**config.mk**
```make
export PLATFORM = sky130hd
export DESIGN_NAME = pipe_ctrl_bubble_reg
export DESIGN_NICKNAME = d
export VERILOG_FILES = /design/src/rtl/pipe_ctrl_bubble_reg.sv
export SDC_FILE = /design/constraint.sdc
export NUM_CORES = 1
export LEC_CHECK = 0
export BUFFER_PORTS_ARGS = -buffer_cell sky130_fd_sc_hd__buf_2
export CAP_MARGIN = 15
export CORE_MARGIN = 2
export CORE_UTILIZATION = 30
export DETAILED_ROUTE_END_ITERATION = 16
export HOLD_SLACK_MARGIN = 0.06
export SYNTH_ARGS = -nofsm -noshare
export SYNTH_HDL_FRONTEND = slang
export SYNTH_SLANG_ARGS = --single-unit
```
**constraint.sdc**
```tcl
create_clock -name clk_i -period 3.5 [get_ports clk_i]
set_input_delay 0.175 -clock clk_i [delete_from_list [all_inputs] [get_ports clk_i]]
set_output_delay 0.175 -clock clk_i [all_outputs]
set_load 0.005 [all_outputs]
```
**src/rtl/pipe_ctrl_bubble_reg.sv**
```systemverilog
// ID/EX pipeline control register with stall, flush and programmable bubble trains.
// Also keeps a saturating count of injected bubbles for performance observation.
module pipe_ctrl_bubble_reg #(
    parameter int unsigned WB_W  = 2,
    parameter int unsigned MEM_W = 2,
    parameter int unsigned EX_W  = 4,
    parameter int unsigned LEN_W = 3,
    parameter int unsigned CNT_W = 16
) (
    input  logic             clk_i,
    input  logic             rst_i,
    input  logic             stall_i,
    input  logic             flush_i,
    input  logic             bubble_req_i,
    input  logic [LEN_W-1:0] bubble_len_i,
    input  logic             valid_i,
    input  logic [WB_W-1:0]  WB_i,
    input  logic [MEM_W-1:0] MEM_i,
    input  logic [EX_W-1:0]  EX_i,
    output logic             valid_o,
    output logic [WB_W-1:0]  WB_o,
    output logic [MEM_W-1:0] MEM_o,
    output logic [EX_W-1:0]  EX_o,
    output logic             busy_o,
    output logic [CNT_W-1:0] bubble_cnt_o
);

    typedef enum logic [0:0] {
        IDLE   = 1'b0,
        BUBBLE = 1'b1
    } state_t;

    state_t           state_q;
    state_t           state_d;
    logic [LEN_W-1:0] rem_q;      // bubbles still owed after the current one
    logic [LEN_W-1:0] rem_d;
    logic             hold_c;
    logic             load_bubble_c;

    // Next-state and action decode: flush beats stall beats the state action.
    always_comb begin
        state_d       = state_q;
        rem_d         = rem_q;
        hold_c        = 1'b0;
        load_bubble_c = 1'b0;
        if (flush_i) begin
            load_bubble_c = 1'b1;
            state_d       = IDLE;
            rem_d         = '0;
        end else if (stall_i) begin
            hold_c = 1'b1;
        end else begin
            case (state_q)
                IDLE: begin
                    // A zero-length request is treated as no request.
                    if (bubble_req_i && (bubble_len_i != '0)) begin
                        load_bubble_c = 1'b1;
                        rem_d         = bubble_len_i - LEN_W'(1);
                        state_d       = (bubble_len_i > LEN_W'(1)) ? BUBBLE : IDLE;
                    end
                end
                BUBBLE: begin
                    load_bubble_c = 1'b1;
                    // rem of 0 cannot occur in BUBBLE; treat it like the last bubble.
                    if (rem_q <= LEN_W'(1)) begin
                        state_d = IDLE;
                        rem_d   = '0;
                    end else begin
                        rem_d = rem_q - LEN_W'(1);
                    end
                end
                default: begin
                    state_d = IDLE;
                    rem_d   = '0;
                end
            endcase
        end
    end

    // State, remaining-count and busy registers; busy mirrors the registered state.
    always_ff @(posedge clk_i or negedge rst_i) begin
        if (!rst_i) begin
            state_q <= IDLE;
            rem_q   <= '0;
            busy_o  <= 1'b0;
        end else begin
            state_q <= state_d;
            rem_q   <= rem_d;
            busy_o  <= (state_d == BUBBLE);
        end
    end

    // Control payload register: bubble zeroes everything, stall holds, else pass through.
    always_ff @(posedge clk_i or negedge rst_i) begin
        if (!rst_i) begin
            valid_o <= 1'b0;
            WB_o    <= '0;
            MEM_o   <= '0;
            EX_o    <= '0;
        end else if (load_bubble_c) begin
            valid_o <= 1'b0;
            WB_o    <= '0;
            MEM_o   <= '0;
            EX_o    <= '0;
        end else if (!hold_c) begin
            valid_o <= valid_i;
            WB_o    <= WB_i;
            MEM_o   <= MEM_i;
            EX_o    <= EX_i;
        end
    end

    // Saturating count of bubble-loading edges.
    always_ff @(posedge clk_i or negedge rst_i) begin
        if (!rst_i) begin
            bubble_cnt_o <= '0;
        end else if (load_bubble_c && (bubble_cnt_o != '1)) begin
            bubble_cnt_o <= bubble_cnt_o + CNT_W'(1);
        end
    end

endmodule

```
==> results of run 1 <==
## final timing paths
check / startpoint / endpoint / slack (ps) / cells past startpoint
max: state_q / bubble_cnt_o[12] / 1590 / 3
min: EX_i[2] / EX_o[2] / 120 / 2
max reg2reg: state_q / bubble_cnt_o[12] / 1590 / 3
min reg2reg: EX_o[2] / EX_o[2] / 500 / 1
max in group asynchronous: rst_i / bubble_cnt_o[13] / 2590 / 2
min in group asynchronous: rst_i / rem_q[2] / 460 / 2
## power groups by stage
| stage | combinational [mW] | sequential, mW | clock, mW |
|---|---|---|---|
| after floorplan | 0.164 | 0.505 | 0 |
| after global placement | 0.269 | 0.522 | 0 |
| after detailed placement | 0.275 | 0.520 | 0 |
| after CTS | 0.277 | 0.516 | 0.281 |
| after global routing | 0.313 | 0.533 | 0.296 |
| final | 0.270 | 0.516 | 0.269 |
## kinds of logic (layout without fill, tap and decap cells)
| group | Yosys count | count (layout) | share of synthesized area (%) |
|---|---|---|---|
| adder cells (fa/ha/maj) | 5 | 5 | 4.07 |
| AND/OR/NAND/NOR | 56 | 56 | 20.4 |
| multiplexers | 5 | 5 | 3.58 |
| AO/OA/AOI/OAI | 27 | 27 | 13.7 |
| buffers and inverters | 13 | 59 | 3.74 |
| flip-flops | 29 | 29 | 47.2 |
| XOR/XNOR | 13 | 13 | 7.40 |
## area by class of cell
| cell class | count | area, um^2 | area share, % |
|---|---|---|---|
| multi-input cells | 106 | 756 | 39.7 |
| flip-flops and latches | 29 | 726 | 38.1 |
| clock buffers | 5 | 68.8 | 3.61 |
| repair buffers | 43 | 220 | 11.6 |
| clock inverters | 3 | 17.5 | 0.919 |
| well taps | 70 | 87.6 | 4.60 |
| inverters | 8 | 30.0 | 1.58 |
## metal layers
| layer | vias to the layer above | global-route usage [%] | share of wire [%] |
|---|---|---|---|
| met5 | - | 0 | 0 |
| met4 | 0 | 4.68 | 0.43 |
| met3 | 2 | 3.57 | 5.7 |
| met2 | 30 | 20.3 | 44 |
| met1 | 585 | 15.8 | 50 |
| li1 | 619 | - | - |
## synth_stat cells
library cell / instances / area share, %
buf_6: 1 / 0.73
a31oi_1: 2 / 0.81
o21ai_0: 4 / 1.3
o31ai_1: 1 / 0.49
nand3_1: 3 / 0.98
a22o_1: 3 / 1.7
ha_1: 5 / 4.1
clkbuf_1: 2 / 0.49
nor4b_2: 1 / 0.98
a2111oi_2: 1 / 0.98
buf_2: 1 / 0.32
and4_1: 2 / 1.1
buf_1: 1 / 0.24
o41ai_1: 1 / 0.57
a221o_1: 1 / 0.65
nand4_1: 3 / 1.2
mux2i_1: 1 / 0.65
a221oi_4: 1 / 1.7
nand4_2: 1 / 0.81
inv_1: 7 / 1.7
nor4_4: 1 / 1.4
nor3_1: 9 / 2.9
nor3b_1: 3 / 1.5
nor2_1: 5 / 1.2
nor2b_1: 2 / 0.81
dfrtp_1: 29 / 47
a21oi_1: 9 / 2.9
and3_1: 2 / 0.81
o22ai_1: 1 / 0.41
o311ai_2: 1 / 1.1
a31o_2: 1 / 0.57
xor2_1: 12 / 6.8
o21bai_1: 1 / 0.49
nand2_1: 19 / 4.6
nor4_1: 1 / 0.41
nor2_2: 1 / 0.41
mux2_1: 4 / 2.9
nand2b_1: 3 / 1.2
inv_2: 1 / 0.24
xnor2_1: 1 / 0.57
## registers in the layout, indices dropped and copies added (netlist names)
name          count
WB_o              2
bubble_cnt_o     16
state_q           1
EX_o              4
valid_o           1
MEM_o             2
rem_q             3
## per-stage QoR
stage | hold slack (ps) | setup slack [ps] | area [um^2]
after floorplan | -121 | 1890 | 1540
after global placement | 250 | 1560 | 1810
after detailed placement | 253 | 1510 | 1810
after CTS | 108 | 1580 | 1910
after global routing | 112 | 1450 | 1910
final | 116 | 1590 | 1910
## repair_timing
item | CTS | global route
hold buffers | 1 | 0
gates resized for setup | 0 | 0
endpoints found under the hold margin | 29 | 0
==> flow_metrics.py, run 1 <==
metrics = {
    "clock_network": {
        "cts.clk_slew.worst_paths_ps": 70,
        "clock_latency_ps": 280,
        "clockRootBuffer": "clkbuf_8",
        "clk_path_buf_depth": 2,
        "cts_setup_buffers": 0,
        "numCtsBuffers": 5,
        "htreeDepth": 2,
        "cts_sinks": 29,
        "cts_tree": "done",
    },
    "yosys": {
        "avgSynthCellArea_um2": 10.4,
        "yosysSeqAreaShare_pct": 47.2,
        "syn_nets": 170,
        "ys_types": 40,
        "syn_area_um2": 1540,
        "synthCells": 148,
        "ys.warnings.count": 0,
        "ys_seq_elements": 29,
    },
    "worst_setup_path": {
        "path_cells": "a221oi_4 > nor3_1 > mux2_1",
        "crit_required_ps": 3650,
        "slowest_stage": "a221oi_4",
        "cp.buffers_inverters": 0,
        "critical_path_class": "flop to flop",
        "arrival_ps": 2060,
        "end_kind": "flop",
        "cp-start-kind": "flop",
        "path_max_fanout": 17,
        "crit_family": "compound AO/OA/AOI/OAI gates",
        "cp_slowest_stage_delay_ps": 760,
    },
    "timing": {
        "rsz0062_at_grt": "no",
        "clock_skew_ps": 10.6,
        "fin_setup_tns_ps": 0,
        "finalSetupViolCount": 0,
        "final_max_slew_viol_count": 0,
        "fin_crit_ps": 1910,
        "tightest_slew_ps": 741,
        "hold_violations": 0,
        "fin_crit_sh_pct": 54.5,
        "slew_headroom_pct": 50.6,
        "fmax_mhz": 524,
    },
    "route": {
        "drt_wl_total_um": 3240,
        "avgRoutedWirePerCell_um": 12.3,
        "vias": 1236,
        "ant_nets": 0,
        "drtIter0Drc": 52,
        "drc": 0,
        "firstDrtPassIters": 4,
        "vias_per_cell": 4.68,
    },
    "place": {
        "dp.cells": 255,
        "place_hpwl_um": 2350,
        "gp_congestion": 0.714,
        "io_buffers": 42,
    },
    "finish": {
        "antenna_cells": 0,
        "stdcell_count": 264,
        "final_cell_mix": "42 x buf_2, 29 x dfrtp_1, 19 x nand2_1, 12 x xor2_1",
        "final_util_pct": 37.8,
        "fin_nets": 215,
        "drive_gt1_share_pct": 30.4,
        "area_delta_synth_final_pct": 23.8,
        "final_common_cell": "buf_2",
        "fillCellCount": 517,
    },
    "power_and_ir_drop": {
        "p_switching_uw": 369,
        "internal-power_uw": 685,
        "p_clk_share_pct": 25.5,
        "ir_worst_vdd_mv": 0.295,
        "p_seq_share_pct": 48.9,
        "powerDensity_nw_per_um2": 553,
        "total_power_mw": 1.05,
        "sw_frac_of_total_pct": 35.0,
        "combPwrFrac_pct": 25.6,
        "power.leakage_nw": 0.904,
    },
    "die": {
        "dieHeight_um": 75.6,
        "fp-row-count": 26,
        "start_util_pct": 30.5,
        "io_pins": 43,
        "core_area_um2": 5040,
        "die_w_um": 75.6,
        "die_area_um2": 5720,
    },
    "global_routing": {
        "gr-usage-all-layers_pct": 12.5,
        "gr-total-overflow": 0,
        "antenna_found_initial": 0,
        "grt_start_max_net_pins": 30,
        "grt_pass1_vias": 1183,
        "grt_pass1_wl_um": 5420,
    },
    "status": {
        "status": "finished, final reports clean",
    },
    "job": {
        "cap_violations": 0,
    },
    "hold_path": {
        "hold_class": "primary input to flop",
    },
}
No activity file was read; power rests on OpenSTA's default activity.
==> run 2: changes to the inputs <==
==> constraint.sdc (replaced) <==
create_clock -name clk_i -period 1.75 [get_ports clk_i]
set_input_delay 0.0875 -clock clk_i [delete_from_list [all_inputs] [get_ports clk_i]]
set_output_delay 0.0875 -clock clk_i [all_outputs]
set_load 0.005 [all_outputs]
==> run 2 against run 1 <==
Net effect:
- sequential share of layout area is 3.5 points lower
- clock skew fell by 3.1 ps
- setup slack lost 1500 ps
- clock power up 130%
- register-to-register slack lost 1500 ps
- sequential power up 93%
- first-iteration DRC count fell by 17%
- maximum frequency up 18%
- flip-flop and latch count unchanged
- core utilization is 3.8 points higher
- design area grew 10%
- count of clock-buffer cells in the layout increased by 2
- critical path type unchanged
- highest routed layer unchanged
==> flow_metrics.py, run 2 (same netlist as run 1, synthesis figures left out) <==
metrics = {
    "timing": {
        "hold_violations": 0,
        "finalSetupViolCount": 0,
        "fin_setup_tns_ps": 0,
        "slew_headroom_pct": 55.3,
        "fmax_mhz": 620,
        "tightest_slew_ps": 670,
        "rsz0062_at_grt": "no",
        "fin_crit_sh_pct": 92.1,
        "clock_skew_ps": 7.51,
        "fin_crit_ps": 1610,
        "final_max_slew_viol_count": 0,
    },
    "finish": {
        "fin_area_um2": 2100,
        "seq_area_um2": 726,
        "final_common_cell": "buf_2",
        "drive_gt1_share_pct": 32.4,
        "multi_input_area_um2": 756,
        "largest_reg_flops": 16,
        "final_cell_mix": "42 x buf_2, 29 x dfrtp_1, 19 x nand2_1, 12 x xor2_1, 10 x dlygate4sd3_1",
        "fin_nets": 234,
        "final_util_pct": 41.6,
        "largest_register": "bubble_cnt_o",
        "area_delta_synth_final_pct": 36.3,
        "fillCellCount": 495,
        "top_regs": "bubble_cnt_o x16, EX_o x4, rem_q x3",
        "stdcell_count": 283,
        "antenna_cells": 0,
    },
    "route": {
        "drt_wl_total_um": 3450,
        "ant_nets": 0,
        "firstDrtPassIters": 4,
        "avgRoutedWirePerCell_um": 12.2,
        "vias_per_cell": 4.59,
        "drc": 0,
        "vias": 1300,
        "drtIter0Drc": 43,
    },
    "global_routing": {
        "gr-total-overflow": 0,
        "antenna_found_initial": 0,
        "grt_pass1_wl_um": 5530,
        "grt_pass1_vias": 1218,
        "grt_start_max_net_pins": 30,
        "gr-usage-all-layers_pct": 13.0,
    },
    "job": {
        "cap_violations": 0,
    },
    "clock_network": {
        "cts_tree": "done",
        "cts.clk_slew.worst_paths_ps": 70,
        "cts_sinks": 29,
        "clk_path_buf_depth": 2,
        "clockRootBuffer": "clkbuf_8",
        "numCtsBuffers": 5,
        "clock_latency_ps": 280,
        "htreeDepth": 2,
    },
    "die": {
        "die_area_um2": 5720,
        "start_util_pct": 30.5,
        "die_w_um": 75.6,
        "fp-row-count": 26,
        "dieHeight_um": 75.6,
        "core_area_um2": 5040,
        "io_pins": 43,
    },
    "hold_path": {
        "hold_class": "primary input to flop",
    },
    "power_and_ir_drop": {
        "powerDensity_nw_per_um2": 1080,
        "ir_worst_vdd_mv": 0.727,
        "power.leakage_nw": 1.01,
        "total_power_mw": 2.26,
    },
    "status": {
        "status": "finished, final reports clean",
    },
    "worst_setup_path": {
        "crit_required_ps": 1920,
        "arrival_ps": 1780,
        "end_kind": "flop",
        "cp.buffers_inverters": 0,
        "critical_path_class": "flop to flop",
        "slowest_stage": "dfrtp_1",
        "path_cells": "and4_1 > nand2_1 > nor4b_2 > mux2_1",
        "path_max_fanout": 7,
        "crit_family": "simple AND/OR/NAND/NOR gates",
        "cp_slowest_stage_delay_ps": 460,
        "rrSetupSlack_ps": 140,
        "cp-start-kind": "flop",
    },
    "place": {
        "place_area_um2": 1880,
        "dp.cells": 263,
        "io_buffers": 42,
        "place_hpwl_um": 2400,
        "gp_congestion": 0.825,
    },
}
run 2: worst min-delay path: stages:
cell	delay [ps]
buf_2	120
a31oi_1	120
a21oi_1	60
run 2: report_power, final:
part / internal [mW] / switching [mW]
logic: 0.332 / 0.312
clock network: 0.355 / 0.264
registers: 0.823 / 0.175
run 2: final timing paths:
| check | startpoint | endpoint | depth (start not counted) |
|---|---|---|---|
| setup reg to reg | bubble_cnt_o[4] | bubble_cnt_o[14] | 4 |
| hold reg to reg | EX_o[1] | EX_o[1] | 1 |
| min in group asynchronous | rst_i | rem_q[1] | 2 |
| max in group asynchronous | rst_i | bubble_cnt_o[2] | 2 |
| setup / recovery | bubble_cnt_o[4] | bubble_cnt_o[14] | 4 |
| hold / removal | bubble_req_i | state_q | 3 |
run 2: per-stage QoR:
stage / setup slack, ps / hold WS, ps
4_1_cts: 71.6 / 146
6_report: 138 / 146
3_5_place_dp: 81.8 / 167
3_3_place_gp: 153 / 167
5_1_grt: 19.6 / 186
2_1_floorplan: 137 / -208
run 2: layout make-up:
| cell class | instances | area share (%) |
|---|---|---|
| Clock buffer | 7 | 4.59 |
| Clock inverter | 1 | 0.239 |
| Inverter | 8 | 1.43 |
| Multi-Input combinational cell | 106 | 36.0 |
| Sequential cell | 29 | 34.6 |
| Tap cell | 70 | 4.17 |
| Timing Repair Buffer | 62 | 19.0 |
run 2: metal layers:
| metal | track usage [%] | vias up | share of wire, % |
|---|---|---|---|
| met2 | 21.3 | 35 | 47 |
| met5 | 0 | - | 0 |
| li1 | - | 654 | - |
| met3 | 5.42 | 5 | 5.4 |
| met1 | 15.5 | 606 | 46 |
| met4 | 4.09 | 0 | 0.90 |
run 2: timing repair:
action                                  CTS  global route
buffers inserted                          0             2
gates resized for setup                   0             0
hold buffers                             10             0
endpoints found under the setup margin    0             1
endpoints found under the hold margin    38             0
